$ cat src/rtl/program_counter_unit.sv
// Fetch-path program counter: boot/run/halt control, stall, aligned branch redirect, wrap flag.
// Define PC_RAS_EN to compile in the circular return-address stack (call/ret).
module program_counter_unit #(
    parameter int unsigned      WIDTH        = 64,
    parameter int unsigned      INCREMENT    = 4,
    parameter logic [WIDTH-1:0] RESET_VECTOR = '0,
    parameter int unsigned      RAS_DEPTH    = 4
) (
    input  logic             clock,
    input  logic             reset,
    input  logic             stall,
    input  logic             halt_req,
    input  logic             resume,
    input  logic             branch_valid,
    input  logic [WIDTH-1:0] branch_target,
    input  logic             call,
    input  logic             ret,
    output logic [WIDTH-1:0] pc,
    output logic             pc_valid,
    output logic             wrap,
    output logic             align_fault,
    output logic             ras_underflow
);

    localparam logic [WIDTH-1:0] LOW_MASK = WIDTH'(INCREMENT - 1);
    localparam logic [WIDTH:0]   STEP     = (WIDTH + 1)'(INCREMENT);

    typedef enum logic [1:0] {
        StBoot,
        StRun,
        StHalted
    } state_e;

    state_e r_state;

    // Extra top bit captures the carry out of the sequential increment.
    logic [WIDTH:0]   w_inc;
    logic [WIDTH-1:0] w_target_aligned;
    logic             w_misaligned;
    logic             w_pop;
    logic             w_underflow;
    logic [WIDTH-1:0] w_ras_top;

    assign w_inc            = {1'b0, pc} + STEP;
    assign w_target_aligned = branch_target & ~LOW_MASK;
    assign w_misaligned     = |(branch_target & LOW_MASK);

`ifdef PC_RAS_EN
    localparam int unsigned PTR_W = (RAS_DEPTH > 1) ? $clog2(RAS_DEPTH) : 1;
    localparam int unsigned CNT_W = $clog2(RAS_DEPTH + 1);

    logic [WIDTH-1:0] r_ras [RAS_DEPTH];
    logic [PTR_W-1:0] r_ras_ptr;  // next free slot; top of stack sits just below it
    logic [CNT_W-1:0] r_ras_cnt;

    logic             w_run_act;
    logic             w_push;
    logic             w_pop_req;
    logic             w_ras_empty;
    logic [PTR_W-1:0] w_ptr_inc;
    logic [PTR_W-1:0] w_ptr_dec;

    assign w_run_act   = (r_state == StRun) && !halt_req;
    assign w_push      = w_run_act && branch_valid && call;
    assign w_pop_req   = w_run_act && !branch_valid && ret;
    assign w_ras_empty = (r_ras_cnt == '0);
    assign w_pop       = w_pop_req && !w_ras_empty;
    assign w_underflow = w_pop_req && w_ras_empty;
    assign w_ptr_inc   = (r_ras_ptr == PTR_W'(RAS_DEPTH - 1)) ? '0 : r_ras_ptr + 1'b1;
    assign w_ptr_dec   = (r_ras_ptr == '0) ? PTR_W'(RAS_DEPTH - 1) : r_ras_ptr - 1'b1;
    assign w_ras_top   = r_ras[w_ptr_dec];

    always_ff @(posedge clock or negedge reset) begin
        if (!reset) begin
            r_ras_ptr     <= '0;
            r_ras_cnt     <= '0;
            ras_underflow <= 1'b0;
        end else begin
            ras_underflow <= w_underflow;
            if (w_push) begin
                r_ras_ptr <= w_ptr_inc;
                // A full stack overwrites its oldest entry, so the count saturates.
                if (r_ras_cnt != CNT_W'(RAS_DEPTH)) begin
                    r_ras_cnt <= r_ras_cnt + 1'b1;
                end
            end else if (w_pop) begin
                r_ras_ptr <= w_ptr_dec;
                r_ras_cnt <= r_ras_cnt - 1'b1;
            end
        end
    end

    always_ff @(posedge clock) begin
        if (w_push) begin
            r_ras[r_ras_ptr] <= w_inc[WIDTH-1:0];
        end
    end
`else
    logic w_unused;

    assign w_unused      = call ^ ret;
    assign w_pop         = 1'b0;
    assign w_underflow   = 1'b0;
    assign w_ras_top     = '0;
    assign ras_underflow = 1'b0;
`endif

    always_ff @(posedge clock or negedge reset) begin
        if (!reset) begin
            r_state     <= StBoot;
            pc          <= RESET_VECTOR;
            pc_valid    <= 1'b0;
            wrap        <= 1'b0;
            align_fault <= 1'b0;
        end else begin
            wrap        <= 1'b0;
            align_fault <= 1'b0;
            case (r_state)
                StBoot: begin
                    r_state  <= StRun;
                    pc_valid <= 1'b1;
                end
                StRun: begin
                    if (halt_req) begin
                        r_state  <= StHalted;
                        pc_valid <= 1'b0;
                    end else if (branch_valid) begin
                        pc          <= w_target_aligned;
                        align_fault <= w_misaligned;
                    end else if (w_pop) begin
                        pc <= w_ras_top;
                    end else if (!stall) begin
                        pc   <= w_inc[WIDTH-1:0];
                        wrap <= w_inc[WIDTH];
                    end
                end
                StHalted: begin
                    if (resume && !halt_req) begin
                        r_state  <= StRun;
                        pc_valid <= 1'b1;
                    end
                end
                default: begin
                    r_state  <= StBoot;
                    pc_valid <= 1'b0;
                end
            endcase
        end
    end

    // Keeps the otherwise unused underflow wire visible in the default build.
    logic w_unused_uf;
    assign w_unused_uf = w_underflow;

endmodule
$ cat config.mk
export PLATFORM = sky130hd
export DESIGN_NAME = program_counter_unit
export DESIGN_NICKNAME = d
export VERILOG_FILES = /design/src/rtl/program_counter_unit.sv
export SDC_FILE = /design/constraint.sdc
export NUM_CORES = 1
export LEC_CHECK = 0
export ABC_CLOCK_PERIOD_IN_PS = 3050
export CORE_ASPECT_RATIO = 0.9
export CORE_UTILIZATION = 48
export DETAILED_ROUTE_END_ITERATION = 12
export DONT_BUFFER_PORTS = 1
export PLACE_DENSITY = 0.65
export SETUP_SLACK_MARGIN = 0.5
export SYNTH_ARGS = -nofsm -noshare
export SYNTH_HDL_FRONTEND = slang
export SYNTH_SLANG_ARGS = --single-unit
$ cat constraint.sdc
create_clock -name clock -period 3.05 [get_ports clock]
set_clock_uncertainty 0.15 [all_clocks]
set_input_delay 0.61 -clock clock [delete_from_list [all_inputs] [get_ports clock]]
set_output_delay 0.61 -clock clock [all_outputs]
set_load 0.1 [all_outputs]
==> results.sh <==
export IMPL_start_kind="flip-flop"
export IMPL_ys_warn_count=0
export IMPL_synth_compound_area_frac=0.208
export IMPL_firstDrtPassIters=5
export IMPL_seq_area_frac_synth=0.367
export IMPL_hold_class="primary input to flip-flop"
export IMPL_dp_hpwl_mm=9.34
export IMPL_routed_wl_mm=13.8
export IMPL_layout_drive_gt1_share=0.264
export IMPL_ys_ff_latch=66
export IMPL_num_fill_cells=867
export IMPL_worstPathMaxFanout=8
export IMPL_worstSetupPathType="flip-flop to flip-flop"
export IMPL_max_freq_ghz=0.411
export IMPL_status="finished clean"
export IMPL_synth_simple_gate_area_frac=0.337
export IMPL_rsz0062_at_grt="yes"
export IMPL_reg2reg_from="pc[2]"
export IMPL_finalSetupViolCount=0
export IMPL_timing_rr_end="pc[42]"
export IMPL_maxSlewViolCount=0
export IMPL_crit_top_cell="buf_4"
export IMPL_syn_to_final_growth_pct=21.6
export IMPL_period_share=0.798
export IMPL_clock_sinks=66
export IMPL_n_antenna_cell=0
export IMPL_htree_levels=3
export IMPL_rows=33
export IMPL_die_area_sq_um=9750
export IMPL_cts_buffers=9
export IMPL_detail_route_antenna_nets=0
export IMPL_nets=705
export IMPL_hold_depth=1
export IMPL_vias=4740
export IMPL_fin_crit_ns=2.43
export IMPL_start_util=0.495
export IMPL_grt_max_degree=114
export IMPL_slew_headroom=0.349
export IMPL_synth_mux_area_frac=0.0270
export IMPL_synthCells=578
export IMPL_tns_ns=0
export IMPL_die_w_microns=104
export IMPL_ys_flop_type="dfrtp_1"
export IMPL_min_from="halt_req"
export IMPL_synth_commonest_cells="66 x dfrtp_1, 63 x nand2_1, 53 x nor2_1"
export IMPL_synth_avg_cell_area_sq_um=7.78
export IMPL_synth_top_cell_by_area="dfrtp_1"
export IMPL_viasPerCell=6.25
export IMPL_root_buffer="clkbuf_8"
export IMPL_routedWlPerCell_microns=18.1
export IMPL_cp_data_arrival_time_ns=2.57
export IMPL_clk_transition_reported_paths_ns=0.07
export IMPL_fp_dieH_microns=93.8
export IMPL_synth_xor_area_frac=0.00195
export IMPL_drc=0
export IMPL_timing_critical_path_required_ns=3.18
export IMPL_grt_pass1_wl_mm=21.5
export IMPL_synthAdderAreaFrac=0.00278
export IMPL_worstPathCellList="ha_1, nand4_1, buf_4, nor4_4, nand4_4, buf_4, or4b_1, nand3_1"
export IMPL_cts_buffer_depth=2
export IMPL_grt_usage=0.277
export IMPL_r2r_cells=8
export IMPL_clock_latency_ns=0.35
export IMPL_synth_area_leaders="dfrtp_1 37%, a21oi_1 5.5%, nand2_1 5.3%"
export IMPL_core_area_sq_um=9080
export IMPL_synth_top_cell_area_share=0.367
export IMPL_port_buffers=0
export IMPL_gr_total_overflow=0
export IMPL_synth_cell_types=66
export IMPL_worst_slew_pin_slew_ns=0.976
export IMPL_synth_top_family_by_area="simple AND/OR/NAND/NOR gates"
export IMPL_yosysMostFrequentCell="dfrtp_1"
export IMPL_synth_edff_count=0
export IMPL_place_gp_congestion=0.868
export IMPL_antenna_found_initial=0
export IMPL_slowest_delay_ns=0.46
export IMPL_hold_viol_final=0
export IMPL_syn_area_sq_um=4490
export IMPL_min_to="r_state[0]"
export IMPL_grt_pass1_vias=4266
export IMPL_rrSetupSlack_ns=0.62
export IMPL_async_flop_share=1.00
export IMPL_end_kind="flip-flop"
export IMPL_cap_violations=0
export IMPL_tritoncts="done"
export IMPL_boundaryPins=140
export IMPL_drt_iter0_drc=322
export IMPL_slowest_stage="or4b_1"
worst max-delay path: cells and delay by family, from the launching register on:
kind          cells  cell delay, ns
fa+ha+maj         1            0.21
buf+inv           2            0.41
flops             1            0.42
simple gates      5            1.16
per-layer routing:
| layer | GRT usage | up-vias | wire, microns |
|---|---|---|---|
| met1 | 0.372 | 2249 | 6030 |
| met5 | 0 | - | 0 |
| met3 | 0.0846 | 20 | 1280 |
| met4 | 0.0821 | 0 | 170 |
| met2 | 0.432 | 222 | 6280 |
| li1 | - | 2249 | - |
worst max-delay path by stage:
stage,start,end,slack [ns]
floorplan,pc[11],pc[62],0.45
global placement,pc[20],pc[59],0.45
global route,pc[2],pc[62],0.45
detailed placement,pc[2],pc[45],0.38
finish,pc[2],pc[42],0.62
CTS,pc[2],pc[42],0.49
metrics by stage:
step,util,hold slack [ns],worst slack (ns),cell area [sq um],instances
finish,0.602,0.196,0.616,5470,759
global placement,0.564,0.166,0.447,5130,732
floorplan,-,0.164,0.448,4600,580
CTS,0.592,0.000660,0.493,5370,752
detailed placement,0.564,0.166,0.383,5130,732
global route,0.602,0.180,0.452,5470,759
flip-flops by register name (all words and copies together), names as in the netlist:
signal / count
pc: 62
r_state: 2
align_fault: 1
wrap: 1
layout make-up:
| cell class | instances | area, sq um | share of cell area |
|---|---|---|---|
| Multi-Input combinational cell | 458 | 2660 | 0.487 |
| Sequential cell | 66 | 1730 | 0.316 |
| Timing Repair Buffer | 83 | 686 | 0.125 |
| Tap cell | 122 | 153 | 0.0279 |
| Clock buffer | 13 | 149 | 0.0272 |
| Inverter | 14 | 52.6 | 0.00961 |
| Clock inverter | 3 | 40.0 | 0.00732 |
cells in the final DEF (no fill, tap or decap), types with 4 or more instances in the layout:
cell type,n
a21oi_1,48
a22oi_1,5
a2bb2oi_1,5
a31oi_1,6
and3_1,14
buf_4,75
buf_6,4
clkbuf_8,10
dfrtp_1,18
dfrtp_2,42
dfrtp_4,6
inv_1,13
mux2i_1,11
nand2_1,63
nand3_1,47
nand4_1,19
nor2_1,52
nor2b_1,9
nor3_1,38
nor4_1,11
nor4_2,5
o211ai_1,4
o21ai_0,43
o21bai_1,4
o22ai_1,12
or3_1,5
kinds of logic after synthesis:
logic type,after synthesis
buffers and inverters,56
adder cells (fa/ha/maj),1
flip-flops,66
XOR/XNOR,1
AND/OR/NAND/NOR,287
multiplexers,12
other,1
AO/OA/AOI/OAI,154
what timing repair did:
item,CTS,global route
buffers inserted,3,6
resized for setup,2,8
hold buffers,1,1
hold endpoints to repair,66,10
endpoints found under the setup margin,4,15
pin swaps,2,6
Power is not shown: default switching activity piles up to over one toggle a cycle in this logic, so the estimate is an artifact.
